==> src/rtl/dds_pkg.sv <==
// Shared constants for the DDS phase accumulator: default widths, reset word,
// update-FSM encoding and named frequency words for a 50 MHz clk.
// Frequency words are round(f * 2^32 / 50e6) for a 32-bit accumulator.
package dds_pkg;

  localparam int ACC_W_DEF  = 32;
  localparam int FW_W_DEF   = 26;
  localparam int ADDR_W_DEF = 12;
  localparam int FW_RST_DEF = 86;

  typedef enum logic {
    ST_RUN  = 1'b0,
    ST_PEND = 1'b1
  } upd_state_t;

  localparam int unsigned FW_1HZ    = 32'd86;
  localparam int unsigned FW_10HZ   = 32'd859;
  localparam int unsigned FW_100HZ  = 32'd8590;
  localparam int unsigned FW_1KHZ   = 32'd85899;
  localparam int unsigned FW_10KHZ  = 32'd858993;
  localparam int unsigned FW_100KHZ = 32'd8589935;
  localparam int unsigned FW_500KHZ = 32'd42949673;

endpackage

==> src/rtl/dds_phase_acc.sv <==
// DDS phase accumulator with glitch-free frequency-word update and ROM address stage.
// Latency: en -> acc 1 cycle, acc -> phase_addr 1 cycle (en -> addr_valid 2 cycles).
// Backpressure: fw_ready drops while a captured word waits to be applied; one word in flight.
//
// Ports:
//   clk, rst            rising-edge clock, synchronous active-high reset
//   en                  accumulate enable (acc holds when low)
//   fw_valid/fw_ready   frequency-word handshake, fw_data is the offered word
//   upd_sync            1: apply new word at accumulator wrap, 0: apply next cycle
//   phase_clr           synchronous accumulator clear, overrides accumulation
//   phase_off           offset added to the ROM address
//   phase_addr          registered ROM address, addr_valid marks it valid
//   wrap_pulse          one-cycle pulse after an update that carried out
module dds_phase_acc
  import dds_pkg::*;
#(
  parameter int ACC_W  = ACC_W_DEF,
  parameter int FW_W   = FW_W_DEF,
  parameter int ADDR_W = ADDR_W_DEF,
  parameter int FW_RST = FW_RST_DEF
) (
  input  logic              clk,
  input  logic              rst,
  input  logic              en,
  input  logic              fw_valid,
  input  logic [FW_W-1:0]   fw_data,
  output logic              fw_ready,
  input  logic              upd_sync,
  input  logic              phase_clr,
  input  logic [ADDR_W-1:0] phase_off,
  output logic [ADDR_W-1:0] phase_addr,
  output logic              addr_valid,
  output logic              wrap_pulse
);

  logic [ACC_W-1:0] acc;
  logic [FW_W-1:0]  f_cur;
  logic [FW_W-1:0]  f_pend;
  upd_state_t       state;
  upd_state_t       state_nxt;

  logic [ACC_W:0]   sum;
  logic             acc_step;
  logic             carry;
  logic             fw_take;
  logic             fw_apply;
  logic             en_d1;

  // One extra bit on the sum exposes the carry out of the accumulator.
  assign sum      = {1'b0, acc} + {{(ACC_W + 1 - FW_W){1'b0}}, f_cur};
  assign acc_step = en && !phase_clr;
  assign carry    = acc_step && sum[ACC_W];

  always_ff @(posedge clk) begin
    if (rst) begin
      state <= ST_RUN;
    end else begin
      state <= state_nxt;
    end
  end

  // In sync mode the word waits for the wrap, except when no wrap can come
  // (stopped, zero step, or being cleared) so the sender is never stuck.
  always_comb begin
    state_nxt = state;
    fw_ready  = 1'b0;
    fw_take   = 1'b0;
    fw_apply  = 1'b0;
    case (state)
      ST_RUN: begin
        fw_ready = 1'b1;
        if (fw_valid) begin
          fw_take   = 1'b1;
          state_nxt = ST_PEND;
        end
      end
      ST_PEND: begin
        if (!upd_sync || !en || phase_clr || (f_cur == '0) || carry) begin
          fw_apply  = 1'b1;
          state_nxt = ST_RUN;
        end
      end
      default: state_nxt = ST_RUN;
    endcase
  end

  always_ff @(posedge clk) begin
    if (rst) begin
      acc        <= '0;
      f_cur      <= FW_W'(FW_RST);
      f_pend     <= '0;
      wrap_pulse <= 1'b0;
      phase_addr <= '0;
      en_d1      <= 1'b0;
      addr_valid <= 1'b0;
    end else begin
      if (phase_clr) begin
        acc <= '0;
      end else if (en) begin
        acc <= sum[ACC_W-1:0];
      end
      wrap_pulse <= carry;
      phase_addr <= acc[ACC_W-1 -: ADDR_W] + phase_off;
      en_d1      <= en;
      addr_valid <= en_d1;
      if (fw_take) begin
        f_pend <= fw_data;
      end
      // On a wrap-synchronous apply the carrying update above still used the
      // old f_cur; the new word drives the next increment.
      if (fw_apply) begin
        f_cur <= f_pend;
      end
    end
  end

endmodule

==> config.mk <==
export PLATFORM = sky130hd
export DESIGN_NAME = dds_phase_acc
export DESIGN_NICKNAME = d
export VERILOG_FILES = /design/src/rtl/dds_pkg.sv /design/src/rtl/dds_phase_acc.sv
export SDC_FILE = /design/constraint.sdc
export NUM_CORES = 1
export LEC_CHECK = 0
export ABC_AREA = 1
export CAP_MARGIN = 20
export CORE_ASPECT_RATIO = 2
export CORE_MARGIN = 1
export CORE_UTILIZATION = 62
export CTS_CLUSTER_DIAMETER = 30
export DETAILED_ROUTE_END_ITERATION = 10
export PLACE_DENSITY_LB_ADDON = 0.2
export SLEW_MARGIN = 40
export SYNTH_ARGS = -nofsm -noshare
export SYNTH_HDL_FRONTEND = slang
export SYNTH_SLANG_ARGS = --single-unit
export TNS_END_PERCENT = 1
==> constraint.sdc <==
create_clock -name clk -period 3.7 [get_ports clk]
set_clock_uncertainty 0.15 [all_clocks]
set_input_delay 0.925 -clock clk [delete_from_list [all_inputs] [get_ports clk]]
set_output_delay 0.925 -clock clk [all_outputs]
set_load 0.02 [all_outputs]
After elaboration in Yosys (flattened, before gate mapping) --
Cells that the tools add are included.
Word-level totals: register bits after elaboration 100, input port bits 44, output and inout bits 15, logic and storage cells 29
Operators by class: $add $sub $neg 2, multiplexer cells 7, bitwise logic cells 1, reduce and logical (&&, ||, !) cells 11
Operators by type and width (number):
- $add 32x26->33 | 1
- $logic_not 26->1 | 1
- $add 12x12->12 | 1
- $mux 1 | 6
- $logic_or 1x1->1 | 4
- $logic_not 1->1 | 3
- $logic_and 1x1->1 | 2
- $pmux 1 s2 | 1
- $reduce_or 2->1 | 1
- $not 1->1 | 1

Longest topological paths before layout --
Gate-level depths: netlist of the first run.
depth in word-level cells 7, depth in mapped cells 14, depth with buffers taken out 14

Least setup slack after synthesis of the first run --
OpenSTA, ideal clock, no wires.
path kind input port to flip-flop, start point input port phase_off[2], end point register phase_addr[11], setup time 0.125 ns, data arrival time 2.024 ns, required time 3.425 ns, path slack 1.401 ns, stages on the path 7, path buffers 0, path through ha_1 -> a21oi_1 -> o21ai_0 -> a21oi_1 -> o21ai_0 -> o21ai_0 -> a21oi_1
Between the ends: longest elaborated chain between the ends 1
RTL lines:
- from (decl) | RTL line dds_phase_acc.sv:30 | input logic [ADDR_W-1:0] phase_off,
- $add 12x12->12 | RTL line dds_phase_acc.sv:103 | phase_addr <= acc[ACC_W-1 -: ADDR_W] + phase_off;
- to (signal assigned) | RTL line dds_phase_acc.sv:103
- to (decl) | RTL line dds_phase_acc.sv:31 | output logic [ADDR_W-1:0] phase_addr,
Every way passes these cells. A chain may end at the register's enable or synchronous reset.

Final worst setup path of the first run --
start point register acc[0], end point register f_cur[16]
Between the ends: longest elaborated chain between the ends 5
RTL lines:
- from (decl) | RTL line dds_phase_acc.sv:36 | logic [ACC_W-1:0] acc;
- from (signal assigned) | RTL line dds_phase_acc.sv:100 | acc <= sum[ACC_W-1:0];
- $add 32x26->33 | RTL line dds_phase_acc.sv:50 | assign sum = {1'b0, acc} + {{(ACC_W + 1 - FW_W){1'b0}}, f_cur};
- $logic_and 1x1->1 | RTL line dds_phase_acc.sv:52 | assign carry = acc_step && sum[ACC_W];
- $logic_or 1x1->1 | RTL line dds_phase_acc.sv:78 | if (!upd_sync || !en || phase_clr || (f_cur == '0) || carry) begin
- $mux 1 | RTL line dds_phase_acc.sv:78
- $mux 1 | RTL line dds_phase_acc.sv:69 | case (state)
- to (signal assigned) | RTL line dds_phase_acc.sv:90 | f_cur <= FW_W'(FW_RST);
- to (signal assigned) | RTL line dds_phase_acc.sv:112 | f_cur <= f_pend;
- to (decl) | RTL line dds_phase_acc.sv:37 | logic [FW_W-1:0] f_cur;
Every way passes these cells.

==> impl_metrics.prom, run 1 <==
# TYPE chip_impl_metric gauge
chip_impl_metric{name="post_cts_hold_buffer_count",unit=""} 0
chip_impl_info{name="critical_path_cell_by_cell",value="ha_1 -> fa_1 -> nand2_1 -> nand2_1 -> nand3_2 -> nand2_2 -> nand2_1 -> nand2_2 -> nand2_2 -> nand3_4 -> a21oi_1 -> nor2_1"} 1
chip_impl_metric{name="global_route_wire_length_before_repair",unit="um"} 26200
chip_impl_metric{name="finalSetupViolCount",unit=""} 0
chip_impl_metric{name="post_synth_instance_area",unit="mm^2"} 0.00625
chip_impl_metric{name="synth.lib_cells_used.distinct",unit=""} 37
chip_impl_metric{name="worstSkewPairLatency",unit="ns"} 0.35
chip_impl_metric{name="number_of_pins_with_negative_max_slew_slack_in_the_final_report",unit=""} 0
chip_impl_metric{name="cts.htree.levels",unit=""} 3
chip_impl_metric{name="placed_area",unit="mm^2"} 0.00688
chip_impl_metric{name="worstPathMaxFanout",unit=""} 50
chip_impl_metric{name="max_stage_delay",unit="ns"} 0.50
chip_impl_metric{name="detailedRoute.firstIterationViolations",unit=""} 229
chip_impl_metric{name="top_level_ports",unit=""} 59
chip_impl_metric{name="numCtsBuffers",unit=""} 9
chip_impl_metric{name="netlist_instances",unit=""} 977
chip_impl_metric{name="max-cap-violations",unit=""} 0
chip_impl_metric{name="antenna_found_initial",unit=""} 0
chip_impl_metric{name="netSwitchingFraction",unit=""} 0.287
chip_impl_info{name="status",value="completed"} 1
chip_impl_metric{name="avgRoutedWirePerCell",unit="um"} 13.7
chip_impl_metric{name="post_cts_resized",unit=""} 0
chip_impl_metric{name="cp.arrival",unit="ns"} 3.04
chip_impl_info{name="hold_path.class",value="register to register"} 1
chip_impl_metric{name="max-slew-margin-rel",unit=""} 0.587
chip_impl_info{name="critPathCapture",value="f_cur[16]$_SDFFE_PP0P_"} 1
chip_impl_info{name="rsz0062_at_grt",value="no"} 1
chip_impl_metric{name="num_vias",unit=""} 6196
chip_impl_metric{name="ys_seq_elements",unit=""} 100
chip_impl_metric{name="grt_start_max_net_pins",unit=""} 54
chip_impl_metric{name="yosys_warnings",unit=""} 0
chip_impl_metric{name="yosys.area.top_type_share",unit=""} 0.321
chip_impl_metric{name="chipHeight",unit="um"} 144
chip_impl_metric{name="total_power",unit="mW"} 2.63
chip_impl_metric{name="post-route-util",unit=""} 0.734
chip_impl_metric{name="p_int",unit="mW"} 1.88
chip_impl_metric{name="cts_post_setup_buffers_inserted",unit=""} 0
chip_impl_metric{name="route.antenna.remaining_nets",unit=""} 0
chip_impl_metric{name="hold_depth",unit=""} 2
chip_impl_info{name="setup.worst_path.start_class",value="register"} 1
chip_impl_metric{name="layout_min_cycle_time",unit="ns"} 2.95
chip_impl_info{name="cts_tree",value="yes"} 1
chip_impl_metric{name="clock_path_buffers",unit=""} 2
chip_impl_metric{name="register_area_share_after_synthesis",unit=""} 0.321
chip_impl_metric{name="fp.dieArea",unit="mm^2"} 0.0105
chip_impl_metric{name="io_buffer_count",unit=""} 58
chip_impl_metric{name="maxClockFrequency",unit="GHz"} 0.339
chip_impl_metric{name="cp_data_required_time",unit="ns"} 3.79
chip_impl_metric{name="comb_power_share",unit=""} 0.191
chip_impl_metric{name="first_global_vias",unit=""} 5692
chip_impl_metric{name="detail_route.vias_per_cell",unit=""} 5.36
chip_impl_metric{name="drt_pre_antenna_iters",unit=""} 5
chip_impl_metric{name="cts.clk_slew.worst_paths",unit="ns"} 0.07
chip_impl_info{name="netlist_top_cells_area",value="sky130_fd_sc_hd__dfxtp_1 (32%), sky130_fd_sc_hd__nand2_1 (14%), sky130_fd_sc_hd__nor2_1 (9.4%), sky130_fd_sc_hd__inv_1 (8.5%), sky130_fd_sc_hd__ha_1 (7.4%)"} 1
chip_impl_metric{name="postRouteWirelength",unit="um"} 15900
chip_impl_info{name="worst_path_class_setup",value="register to register"} 1
chip_impl_info{name="yosysTopAreaCell",value="sky130_fd_sc_hd__dfxtp_1"} 1
chip_impl_metric{name="power.clock.fraction",unit=""} 0.356
chip_impl_metric{name="setup_tns",unit="ns"} 0
chip_impl_metric{name="power_per_cell_area",unit="mW/mm^2"} 367
chip_impl_metric{name="core.rowCount",unit=""} 51
chip_impl_info{name="critPathCaptureType",value="register"} 1
chip_impl_metric{name="antenna_cells_inserted",unit=""} 0
chip_impl_metric{name="estimated_wirelength_of_the_detail_placed_design",unit="um"} 11900
chip_impl_info{name="cts_root_buffer",value="sky130_fd_sc_hd__clkbuf_16"} 1
chip_impl_metric{name="core",unit="mm^2"} 0.00976
chip_impl_metric{name="fin_nets",unit=""} 1105
chip_impl_metric{name="worst_r2r_path_depth",unit=""} 12
chip_impl_metric{name="drc_errors",unit=""} 0
chip_impl_metric{name="stdcell_area",unit="mm^2"} 0.00717
chip_impl_metric{name="power.net_switching",unit="uW"} 756
chip_impl_info{name="critical_path.startpoint",value="acc[0]$_SDFFE_PP0P_"} 1
chip_impl_metric{name="syn-num-nets",unit=""} 1060
chip_impl_info{name="critical_path.reg2reg.endpoint",value="f_cur[16]$_SDFFE_PP0P_"} 1
chip_impl_metric{name="post_synth.cell_area_avg",unit="um^2"} 6.39
chip_impl_info{name="worst_r2r_startpoint",value="acc[0]$_SDFFE_PP0P_"} 1
chip_impl_metric{name="post_route_cells_drive_above_1_share",unit=""} 0.0488
chip_impl_metric{name="globalplace.congestion",unit=""} 1.02
chip_impl_metric{name="growth_of_design_area_from_synthesis_to_finish",unit="%"} 14.8
chip_impl_metric{name="clock_sink_count",unit=""} 100
chip_impl_metric{name="fp.dieW",unit="um"} 73.0
chip_impl_metric{name="floorplan.initialDensity",unit=""} 0.640
chip_impl_metric{name="p_leak",unit="nW"} 3.57
chip_impl_metric{name="vdd_drop_max",unit="V"} 0.000321
chip_impl_metric{name="min_period_over_period",unit=""} 0.798
chip_impl_metric{name="grtUsageTotal",unit=""} 0.330
chip_impl_metric{name="max_slew.worst_pin.slew",unit="ns"} 0.620
chip_impl_metric{name="seqPwrFrac",unit=""} 0.453
chip_impl_metric{name="timing.reg2reg.setup_slack",unit="ns"} 0.75
chip_impl_info{name="cell_with_the_biggest_individual_delay_on_the_critical_path",value="sky130_fd_sc_hd__nand3_4"} 1
chip_impl_metric{name="final_hold_viol_count",unit=""} 0
chip_impl_metric{name="grt.overflow.total",unit=""} 0
[synthesized netlist by cell type, drive strengths merged]
library cell  number
a211oi             1
nor3               9
nand2            235
a21oi             92
or2                5
inv              142
o21bai             4
and2               3
fa                 2
nor2             156
ha                37
o31ai              1
clkbuf            15
dfxtp            100
a31oi              1
o211ai             1
and3               1
buf               16
nand3             70
xor2              12
a21o               2
o21ai             64
clkinv             1
nand4              4
xnor2              3
[critical path, delay by kind of cell (launching register included)]
kind,cells,cell delay (ns)
and+or+nand+nor,9,1.35
DFF,1,0.31
adders and majority gates,2,0.67
AOI/OAI and AO/OA,1,0.32
[how the worst min path moves through the flow]
stage / start / end / slack, ns
finish: en_d1$_SDFF_PP0_ / addr_valid$_SDFF_PP0_ / 0.25
detailed placement: en_d1$_SDFF_PP0_ / addr_valid$_SDFF_PP0_ / 0.25
global placement: en_d1$_SDFF_PP0_ / addr_valid$_SDFF_PP0_ / 0.24
CTS: en_d1$_SDFF_PP0_ / addr_valid$_SDFF_PP0_ / 0.26
floorplan: en_d1$_SDFF_PP0_ / addr_valid$_SDFF_PP0_ / 0.24
global route: en_d1$_SDFF_PP0_ / addr_valid$_SDFF_PP0_ / 0.28
[power groups by stage]
| stage | clock (mW) | sequential (mW) | combinational (mW) |
|---|---|---|---|
| after floorplan | 0 | 1.21 | 0.341 |
| after global placement | 0 | 1.21 | 0.486 |
| after detailed placement | 0 | 1.22 | 0.496 |
| after CTS | 0.943 | 1.19 | 0.500 |
| after global routing | 0.988 | 1.20 | 0.568 |
| final | 0.937 | 1.19 | 0.502 |
[kinds of logic after synthesis]
kind of cell	Yosys count	share of synthesized area
AND/OR/NAND/NOR	483	0.327
buffers and inverters	174	0.112
AO/OA/AOI/OAI	166	0.139
flip-flops	100	0.321
adder cells (fa/ha/maj)	39	0.0805
XOR/XNOR	15	0.0210
[cell usage in the layout (no fill, tap or decap), drive strengths merged, types with 2 or more instances in the layout]
cell type        n
a21o             2
nand3           70
ha              37
clkinv           2
nor2           156
nand2          235
nand4            4
dfxtp          100
a21oi           92
o21ai           64
o21bai           4
clkinvlp         2
xor2            12
or2              5
fa               2
and2             3
clkdlybuf4s50   58
buf              7
clkbuf           9
xnor2            3
nor3             9
inv            143
[metal layers]
layer  wire [um]  global-route usage  part of all wire  vias to the layer above
li1            -                   -                 -                     3182
met1        5760               0.319              0.36                     2784
met2        8620               0.600              0.54                      178
met3         616              0.0729             0.039                       52
met4         889               0.234             0.056                        0
met5           0                   0                 0                        -
[stage by stage]
step / hold slack [ns] / setup WS [ns] / cells
after CTS: 0.256 / 0.840 / 1157
after global routing: 0.283 / 0.575 / 1157
after detailed placement: 0.245 / 0.682 / 1143
after floorplan: 0.238 / 1.40 / 977
after global placement: 0.242 / 0.684 / 1143
final: 0.254 / 0.749 / 1157
[final cells by class]
cell class              count  area [um^2]
clock inverters             5         62.6
clock buffers               9          225
multi-input cells         703         3540
well taps                 132          165
fillers                   881         2590
inverters                 143          537
repair buffers             65          633
flip-flops and latches    100         2000
[state kept, by name (all words and copies together), names as in the netlist]
name and count:
addr_valid 1, phase_addr 12, f_pend 26, state 1
f_cur 26, wrap_pulse 1, acc 32, en_d1 1
Power figures use the tool's default switching activity.
==> run 2: changes to the inputs <==
--- a/config.mk
+++ b/config.mk
@@ -9,7 +9,7 @@
 export CAP_MARGIN = 20
 export CORE_ASPECT_RATIO = 2
 export CORE_MARGIN = 1
-export CORE_UTILIZATION = 62
+export CORE_UTILIZATION = 58
 export CTS_CLUSTER_DIAMETER = 30
 export DETAILED_ROUTE_END_ITERATION = 10
 export PLACE_DENSITY_LB_ADDON = 0.2
==> constraint.sdc (replaced) <==
create_clock -name clk -period 2.92 [get_ports clk]
set_clock_uncertainty 0.15 [all_clocks]
set_input_delay 0.73 -clock clk [delete_from_list [all_inputs] [get_ports clk]]
set_output_delay 0.73 -clock clk [all_outputs]
set_load 0.02 [all_outputs]
==> run 2 against run 1 <==
Hold slack improved by 0.0032 ns. Die area increased by 6.8%. Register-to-register slack got worse by 0.30 ns. Design area increased by 1.5%. Combinational power increased by 28%. Cell count increased by 0.78%. Wire length decreased by 3.4%. Flip-flop and latch count unchanged.
==> impl_metrics.prom, run 2 (same netlist as run 1, synthesis figures left out) <==
# TYPE chip_impl_metric gauge
chip_impl_metric{name="grt.met1_usage",unit=""} 0.287
chip_impl_metric{name="fin_nets",unit=""} 1107
chip_impl_info{name="cell_with_the_biggest_individual_delay_on_the_critical_path",value="sky130_fd_sc_hd__fa_1"} 1
chip_impl_info{name="grt.busiest_layer",value="met2"} 1
chip_impl_metric{name="fp.dieW",unit="um"} 75.4
chip_impl_metric{name="num_vias",unit=""} 6046
chip_impl_metric{name="grtUsageMet3",unit=""} 0.0459
chip_impl_metric{name="vdd_drop_max",unit="V"} 0.000531
chip_impl_metric{name="dp_cells",unit=""} 1150
chip_impl_metric{name="min_period_over_period",unit=""} 0.847
chip_impl_info{name="top_register",value="acc"} 1
chip_impl_metric{name="detail_route.vias_per_cell",unit=""} 5.19
chip_impl_metric{name="first_global_vias",unit=""} 5694
chip_impl_metric{name="globalplace.congestion",unit=""} 0.975
chip_impl_metric{name="numCtsBuffers",unit=""} 9
chip_impl_metric{name="drt_pre_antenna_iters",unit=""} 5
chip_impl_metric{name="global_route_wire_length_before_repair",unit="um"} 25400
chip_impl_info{name="critPathCaptureType",value="register"} 1
chip_impl_metric{name="p_leak",unit="nW"} 3.62
chip_impl_metric{name="clock_path_buffers",unit=""} 2
chip_impl_metric{name="max_stage_delay",unit="ns"} 0.42
chip_impl_metric{name="total_power",unit="mW"} 3.55
chip_impl_metric{name="antenna_found_initial",unit=""} 0
chip_impl_metric{name="fp.dieArea",unit="mm^2"} 0.0112
chip_impl_metric{name="core.rowCount",unit=""} 53
chip_impl_metric{name="critical_path_buf_inv_count",unit=""} 1
chip_impl_metric{name="postRouteWirelength",unit="um"} 15300
chip_impl_metric{name="final_cell_count_no_fill",unit=""} 1166
chip_impl_metric{name="avgRoutedWirePerCell",unit="um"} 13.2
chip_impl_metric{name="max-slew-margin-rel",unit=""} 0.634
chip_impl_metric{name="route.antenna.remaining_nets",unit=""} 0
chip_impl_metric{name="antenna_cells_inserted",unit=""} 0
chip_impl_metric{name="placed_area",unit="mm^2"} 0.00693
chip_impl_metric{name="flip_flop_count_of_the_largest_register_all_copies_and_words_added",unit=""} 32
chip_impl_info{name="worst_path_dominant_cell_family",value="simple AND/OR/NAND/NOR gates"} 1
chip_impl_info{name="setup.worst_path.start_class",value="register"} 1
chip_impl_metric{name="dp_worst_setup_slack",unit="ns"} 0.122
chip_impl_metric{name="cp.arrival",unit="ns"} 2.57
chip_impl_metric{name="detailedRoute.firstIterationViolations",unit=""} 233
chip_impl_metric{name="power_per_cell_area",unit="mW/mm^2"} 488
chip_impl_info{name="layout_top_registers",value="acc x32, f_cur x26, f_pend x26"} 1
chip_impl_metric{name="core",unit="mm^2"} 0.0105
chip_impl_info{name="rsz0062_at_grt",value="no"} 1
chip_impl_metric{name="cts.clk_slew.worst_paths",unit="ns"} 0.07
chip_impl_metric{name="chipHeight",unit="um"} 149
chip_impl_metric{name="maxClockFrequency",unit="GHz"} 0.404
chip_impl_info{name="mostFrequentLayoutCells",value="sky130_fd_sc_hd__nand2_1 (227), sky130_fd_sc_hd__nor2_1 (156), sky130_fd_sc_hd__inv_1 (141), sky130_fd_sc_hd__dfxtp_1 (99), sky130_fd_sc_hd__a21oi_1 (90)"} 1
chip_impl_metric{name="setup_tns",unit="ns"} 0
chip_impl_metric{name="worstPathMaxFanout",unit=""} 3
chip_impl_metric{name="growth_of_design_area_from_synthesis_to_finish",unit="%"} 16.5
chip_impl_metric{name="finalSetupViolCount",unit=""} 0
chip_impl_metric{name="number_of_pins_with_negative_max_slew_slack_in_the_final_report",unit=""} 0
chip_impl_metric{name="final_hold_viol_count",unit=""} 0
chip_impl_metric{name="clock_sink_count",unit=""} 100
chip_impl_metric{name="top_level_ports",unit=""} 59
chip_impl_metric{name="drc_errors",unit=""} 0
chip_impl_metric{name="postLayoutSetupSlackWorst",unit="ns"} 0.448
chip_impl_metric{name="post_cts_resized",unit=""} 0
chip_impl_metric{name="layout_min_cycle_time",unit="ns"} 2.47
chip_impl_metric{name="grtUsageTotal",unit=""} 0.298
chip_impl_metric{name="timing.reg2reg.setup_slack",unit="ns"} 0.45
chip_impl_metric{name="worstSkewPairLatency",unit="ns"} 0.35
chip_impl_metric{name="max-cap-violations",unit=""} 0
chip_impl_metric{name="worst_r2r_path_depth",unit=""} 14
chip_impl_metric{name="fillers",unit=""} 1003
chip_impl_metric{name="worst-path-stages",unit=""} 14
chip_impl_metric{name="grt.overflow.total",unit=""} 0
chip_impl_metric{name="cts_post_setup_buffers_inserted",unit=""} 0
chip_impl_metric{name="max_slew.worst_pin.slew",unit="ns"} 0.549
chip_impl_metric{name="cts.htree.levels",unit=""} 3
chip_impl_metric{name="post-route-util",unit=""} 0.694
chip_impl_info{name="most_common_cell_after_layout_fill_and_taps_aside",value="sky130_fd_sc_hd__nand2_1"} 1
chip_impl_info{name="critical_path_cell_by_cell",value="ha_1 -> fa_1 -> nand2_1 -> nand2_1 -> nand3_2 -> nand2_2 -> nand2_1 -> nand2_1 -> nand2_1 -> nand2_1 -> nand2_1 -> nand3_1 -> nand2_1 -> inv_1"} 1
chip_impl_metric{name="post_cts_hold_buffer_count",unit=""} 0
chip_impl_info{name="worst_path_class_setup",value="register to register"} 1
chip_impl_metric{name="cp_data_required_time",unit="ns"} 3.02
chip_impl_info{name="hold_path.class",value="register to register"} 1
chip_impl_metric{name="fin_worst_hold_slack",unit="ns"} 0.257
chip_impl_info{name="worst_path_most_repeated_cell",value="sky130_fd_sc_hd__nand2_1"} 1
chip_impl_metric{name="grt.met2_usage",unit=""} 0.540
chip_impl_metric{name="io_buffer_count",unit=""} 58
chip_impl_metric{name="post_route_cells_drive_above_1_share",unit=""} 0.0515
chip_impl_metric{name="stdcell_area",unit="mm^2"} 0.00728
chip_impl_metric{name="floorplan.initialDensity",unit=""} 0.596
chip_impl_info{name="status",value="completed"} 1
chip_impl_metric{name="hold_depth",unit=""} 2
chip_impl_metric{name="estimated_wirelength_of_the_detail_placed_design",unit="um"} 11900
chip_impl_info{name="cts_root_buffer",value="sky130_fd_sc_hd__clkbuf_16"} 1
chip_impl_info{name="cts_tree",value="yes"} 1
chip_impl_metric{name="grt_start_max_net_pins",unit=""} 54
==> run 2: final timing paths <==
kind,startpoint,end
hold / removal,en_d1$_SDFF_PP0_,addr_valid$_SDFF_PP0_
hold reg to reg,en_d1$_SDFF_PP0_,addr_valid$_SDFF_PP0_
setup / recovery,acc[0]$_SDFFE_PP0P_,acc[20]$_SDFFE_PP0P_
setup reg to reg,acc[0]$_SDFFE_PP0P_,acc[20]$_SDFFE_PP0P_
==> run 2: layer usage <==
metal,share of wire,vias to the layer above
li1,-,3178
met3,0.031,62
met5,0,-
met4,0.073,0
met2,0.54,131
met1,0.36,2675
==> run 2: area by class of cell <==
| type | count | area (um^2) | share of cell area |
|---|---|---|---|
| clock buffers | 10 | 229 | 0.0315 |
| clock inverters | 6 | 119 | 0.0163 |
| inverters | 143 | 537 | 0.0738 |
| multi-input cells | 703 | 3540 | 0.487 |
| flip-flops and latches | 100 | 2000 | 0.275 |
| well taps | 137 | 171 | 0.0236 |
| repair buffers | 67 | 673 | 0.0925 |
==> run 2: power breakdown <==
part / internal, mW / switching (mW) / leakage (nW)
logic: 0.266 / 0.375 / 2.63
clock network: 0.851 / 0.551 / 0.170
registers: 1.46 / 0.0545 / 0.824
total: 2.57 / 0.981 / 3.62
==> run 2: worst register-to-register path, cell delays in order, from the launching register on <==
cell	delay [ns]
sky130_fd_sc_hd__dfxtp_1	0.32
sky130_fd_sc_hd__ha_1	0.24
sky130_fd_sc_hd__fa_1	0.42
sky130_fd_sc_hd__nand2_1	0.09
sky130_fd_sc_hd__nand2_1	0.10
sky130_fd_sc_hd__nand3_2	0.10
sky130_fd_sc_hd__nand2_2	0.12
sky130_fd_sc_hd__nand2_1	0.09
sky130_fd_sc_hd__nand2_1	0.10
sky130_fd_sc_hd__nand2_1	0.10
sky130_fd_sc_hd__nand2_1	0.05
sky130_fd_sc_hd__nand2_1	0.06
sky130_fd_sc_hd__nand3_1	0.23
sky130_fd_sc_hd__nand2_1	0.16
sky130_fd_sc_hd__inv_1	0.05
==> run 3: changes to the inputs <==
--- a/config.mk
+++ b/config.mk
@@ -9,7 +9,7 @@
 export CAP_MARGIN = 20
 export CORE_ASPECT_RATIO = 2
 export CORE_MARGIN = 1
-export CORE_UTILIZATION = 58
+export CORE_UTILIZATION = 53
 export CTS_CLUSTER_DIAMETER = 30
 export DETAILED_ROUTE_END_ITERATION = 10
 export PLACE_DENSITY_LB_ADDON = 0.2
==> constraint.sdc (replaced) <==
create_clock -name clk -period 2.03 [get_ports clk]
set_clock_uncertainty 0.15 [all_clocks]
set_input_delay 0.5075 -clock clk [delete_from_list [all_inputs] [get_ports clk]]
set_output_delay 0.5075 -clock clk [all_outputs]
set_load 0.02 [all_outputs]
==> run 3 against run 2 <==
The flow now finishes with violations (negative setup slack). Count of clock-buffer cells in the layout is the same. First-iteration DRC count increased by 140%. Critical endpoint is now f_cur[1]$_SDFFE_PP1P_. Sequential share of layout area fell by 4.9 points. Hold slack better by 0.017 ns. Largest power group unchanged. Largest cell class unchanged. Critical path depth is the same. Die area increased by 9.2%. Combinational power up 110%. Cell count rose by 11%.
==> impl_metrics.prom, run 3 (same netlist as run 1, synthesis figures left out) <==
# TYPE chip_impl_metric gauge
chip_impl_info{name="status",value="complete, but fails checks"} 1
chip_impl_info{name="failed_checks",value="negative setup slack"} 1
chip_impl_info{name="cts_tree",value="yes"} 1
chip_impl_metric{name="cp.arrival",unit="ns"} 2.42
chip_impl_info{name="rsz0062_at_grt",value="yes"} 1
chip_impl_metric{name="power.net_switching",unit="mW"} 1.66
chip_impl_metric{name="fin_nets",unit=""} 1235
chip_impl_metric{name="global_route_wire_length_before_repair",unit="um"} 31600
chip_impl_metric{name="max-slew-margin-rel",unit=""} 0.567
chip_impl_info{name="mostFrequentLayoutCells",value="sky130_fd_sc_hd__nand2_1 (208), sky130_fd_sc_hd__nor2_1 (143), sky130_fd_sc_hd__inv_1 (141), sky130_fd_sc_hd__buf_4 (126), sky130_fd_sc_hd__dfxtp_1 (83)"} 1
chip_impl_metric{name="core",unit="mm^2"} 0.0114
chip_impl_metric{name="fp.dieW",unit="um"} 78.8
chip_impl_metric{name="number_of_pins_with_negative_max_slew_slack_in_the_final_report",unit=""} 0
chip_impl_metric{name="worst-path-stages",unit=""} 14
chip_impl_metric{name="numCtsBuffers",unit=""} 9
chip_impl_metric{name="postLayoutSetupSlackWorst",unit="ns"} -0.311
chip_impl_info{name="layout_top_registers",value="acc x32, f_cur x26, f_pend x26"} 1
chip_impl_metric{name="fp.dieArea",unit="mm^2"} 0.0122
chip_impl_metric{name="grtUsageTotal",unit=""} 0.337
chip_impl_metric{name="drc_errors",unit=""} 0
chip_impl_metric{name="hold_depth",unit=""} 2
chip_impl_info{name="worst_path_class_setup",value="register to register"} 1
chip_impl_metric{name="power.clock.fraction",unit=""} 0.359
chip_impl_metric{name="detailedRoute.firstIterationViolations",unit=""} 549
chip_impl_metric{name="max-cap-violations",unit=""} 0
chip_impl_info{name="worst_path_dominant_cell_family",value="simple AND/OR/NAND/NOR gates"} 1
chip_impl_metric{name="min_period_over_period",unit=""} 1.15
chip_impl_metric{name="max_slew.worst_pin.slew",unit="ns"} 0.650
chip_impl_metric{name="critical_path_buf_inv_count",unit=""} 2
chip_impl_metric{name="chipHeight",unit="um"} 156
chip_impl_info{name="worst_r2r_startpoint",value="acc[5]$_SDFFE_PP0P_"} 1
chip_impl_metric{name="final_hold_viol_count",unit=""} 0
chip_impl_info{name="cell_with_the_biggest_individual_delay_on_the_critical_path",value="sky130_fd_sc_hd__ha_1"} 1
chip_impl_metric{name="floorplan.initialDensity",unit=""} 0.547
chip_impl_metric{name="maxClockFrequency",unit="GHz"} 0.427
chip_impl_metric{name="power_per_cell_area",unit="mW/mm^2"} 623
chip_impl_metric{name="worstPathMaxFanout",unit=""} 6
chip_impl_metric{name="io_buffer_count",unit=""} 58
chip_impl_metric{name="top_level_ports",unit=""} 59
chip_impl_metric{name="post-route-util",unit=""} 0.782
chip_impl_info{name="cts_root_buffer",value="sky130_fd_sc_hd__clkbuf_16"} 1
chip_impl_metric{name="growth_of_design_area_from_synthesis_to_finish",unit="%"} 43.0
chip_impl_metric{name="cp_data_required_time",unit="ns"} 2.11
chip_impl_metric{name="grt_start_max_net_pins",unit=""} 64
chip_impl_metric{name="postRouteWirelength",unit="um"} 20900
chip_impl_metric{name="clock_sink_count",unit=""} 100
chip_impl_metric{name="route.antenna.remaining_nets",unit=""} 0
chip_impl_metric{name="drt_pre_antenna_iters",unit=""} 8
chip_impl_metric{name="netSwitchingFraction",unit=""} 0.299
chip_impl_metric{name="core.rowCount",unit=""} 55
chip_impl_metric{name="worstSkewPairLatency",unit="ns"} 0.36
chip_impl_metric{name="num_vias",unit=""} 7089
chip_impl_metric{name="dp_worst_setup_slack",unit="ns"} -0.532
chip_impl_info{name="setup.worst_path.start_class",value="register"} 1
chip_impl_metric{name="globalplace.congestion",unit=""} 1.01
chip_impl_metric{name="detail_route.vias_per_cell",unit=""} 5.46
chip_impl_metric{name="comb_power_share",unit=""} 0.247
chip_impl_metric{name="worst_r2r_path_depth",unit=""} 14
chip_impl_metric{name="layout_min_cycle_time",unit="ns"} 2.34
chip_impl_info{name="hold_path.class",value="register to register"} 1
chip_impl_metric{name="antenna_cells_inserted",unit=""} 0
chip_impl_info{name="critPathCaptureType",value="register"} 1
chip_impl_metric{name="max_stage_delay",unit="ns"} 0.37
chip_impl_metric{name="p_leak",unit="nW"} 4.39
chip_impl_metric{name="seqPwrFrac",unit=""} 0.394
chip_impl_metric{name="clock_path_buffers",unit=""} 2
chip_impl_metric{name="flip_flop_count_of_the_largest_register_all_copies_and_words_added",unit=""} 32
chip_impl_metric{name="post_route_cells_drive_above_1_share",unit=""} 0.246
chip_impl_metric{name="finalSetupViolCount",unit=""} 45
chip_impl_metric{name="first_global_vias",unit=""} 6926
chip_impl_metric{name="estimated_wirelength_of_the_detail_placed_design",unit="um"} 13500
chip_impl_metric{name="antenna_found_initial",unit=""} 0
chip_impl_metric{name="p_int",unit="mW"} 3.90
chip_impl_metric{name="grt.overflow.total",unit=""} 0
chip_impl_info{name="most_common_cell_after_layout_fill_and_taps_aside",value="sky130_fd_sc_hd__nand2_1"} 1
chip_impl_metric{name="cts.htree.levels",unit=""} 3
chip_impl_info{name="top_register",value="acc"} 1
chip_impl_info{name="critical_path.startpoint",value="acc[5]$_SDFFE_PP0P_"} 1
chip_impl_metric{name="vdd_drop_max",unit="V"} 0.000535
chip_impl_metric{name="avgRoutedWirePerCell",unit="um"} 16.1
chip_impl_info{name="worst_path_most_repeated_cell",value="sky130_fd_sc_hd__nand2_4"} 1
chip_impl_metric{name="cts.clk_slew.worst_paths",unit="ns"} 0.07
chip_impl_info{name="timing.hold.worst.start",value="en_d1$_SDFF_PP0_"} 1
chip_impl_info{name="critical_path_cell_by_cell",value="ha_1 -> nand2_1 -> nor2_2 -> nand3_4 -> nand2_4 -> nand2_4 -> nand2_4 -> nand2_4 -> nand3_4 -> buf_12 -> buf_16 -> nand2_4 -> nand2_1 -> nand3_1"} 1
[run 3: cell types whose count changed in the layout (fill, tap and decap cells not counted), sizes merged]
cell / change
clkbuf: +1
buf: +126
bufinv: -1
inv: -1
clkinv: +2
bufbuf: +1
[run 3: layout make-up]
class / instances / area, um^2
repair buffers: 195 / 1790
well taps: 142 / 178
clock buffers: 10 / 239
fillers: 831 / 2490
flip-flops and latches: 100 / 2020
multi-input cells: 703 / 4070
clock inverters: 6 / 105
inverters: 143 / 537
[run 3: repair_timing]
item                                    4_1_cts  5_1_grt
buffers inserted                              7        0
hold buffers                                  0        0
endpoints found under the setup margin       51       61
pin swaps                                    14       17
gates cloned                                  5        1
resized for setup                            71       59
[run 3: metrics by stage]
stage	TNS (ns)	cell area, um^2	total power [mW]	hold WS (ns)	instances
6_report	-8.27	8930	5.56	0.274	1299
5_1_grt	-14.23	8930	5.78	0.284	1299
3_5_place_dp	-11.71	7820	3.36	0.248	1270
4_1_cts	-6.97	8640	5.43	0.260	1298
2_1_floorplan	0	6250	2.83	0.238	977
3_3_place_gp	-10.04	7820	3.33	0.245	1270
[run 3: worst register-to-register path, cell delays in order, from the launching register on]
cell                      delay (ns)
sky130_fd_sc_hd__dfxtp_1        0.34
sky130_fd_sc_hd__ha_1           0.37
sky130_fd_sc_hd__nand2_1        0.13
sky130_fd_sc_hd__nor2_2         0.16
sky130_fd_sc_hd__nand3_4        0.10
sky130_fd_sc_hd__nand2_4        0.11
sky130_fd_sc_hd__nand2_4        0.06
sky130_fd_sc_hd__nand2_4        0.08
sky130_fd_sc_hd__nand2_4        0.06
sky130_fd_sc_hd__nand3_4        0.14
sky130_fd_sc_hd__buf_12         0.16
sky130_fd_sc_hd__buf_16         0.14
sky130_fd_sc_hd__nand2_4        0.06
sky130_fd_sc_hd__nand2_1        0.08
sky130_fd_sc_hd__nand3_1        0.08
[run 3: path summary, 6_finish.rpt]
| check | slack (ns) | end |
|---|---|---|
| setup / recovery | -0.31 | f_cur[1]$_SDFFE_PP1P_ |
| hold / removal | 0.27 | addr_valid$_SDFF_PP0_ |
| setup reg to reg | -0.31 | f_cur[1]$_SDFFE_PP1P_ |
| hold reg to reg | 0.27 | addr_valid$_SDFF_PP0_ |
[run 3: power by group through the flow]
| stage | clock network [mW] | logic, mW | registers (mW) |
|---|---|---|---|
| floorplan | 0 | 0.621 | 2.21 |
| global placement | 0 | 1.13 | 2.20 |
| detailed placement | 0 | 1.16 | 2.21 |
| CTS | 1.99 | 1.26 | 2.17 |
| global route | 2.08 | 1.49 | 2.21 |
| finish | 2.00 | 1.37 | 2.20 |
[run 3: per-layer routing]
metal | track usage | routed length [um] | up-vias
met5 | 0 | 0 | -
met1 | 0.301 | 6950 | 3258
li1 | - | - | 3438
met4 | 0.294 | 1930 | 0
met2 | 0.623 | 11200 | 268
met3 | 0.0651 | 885 | 125
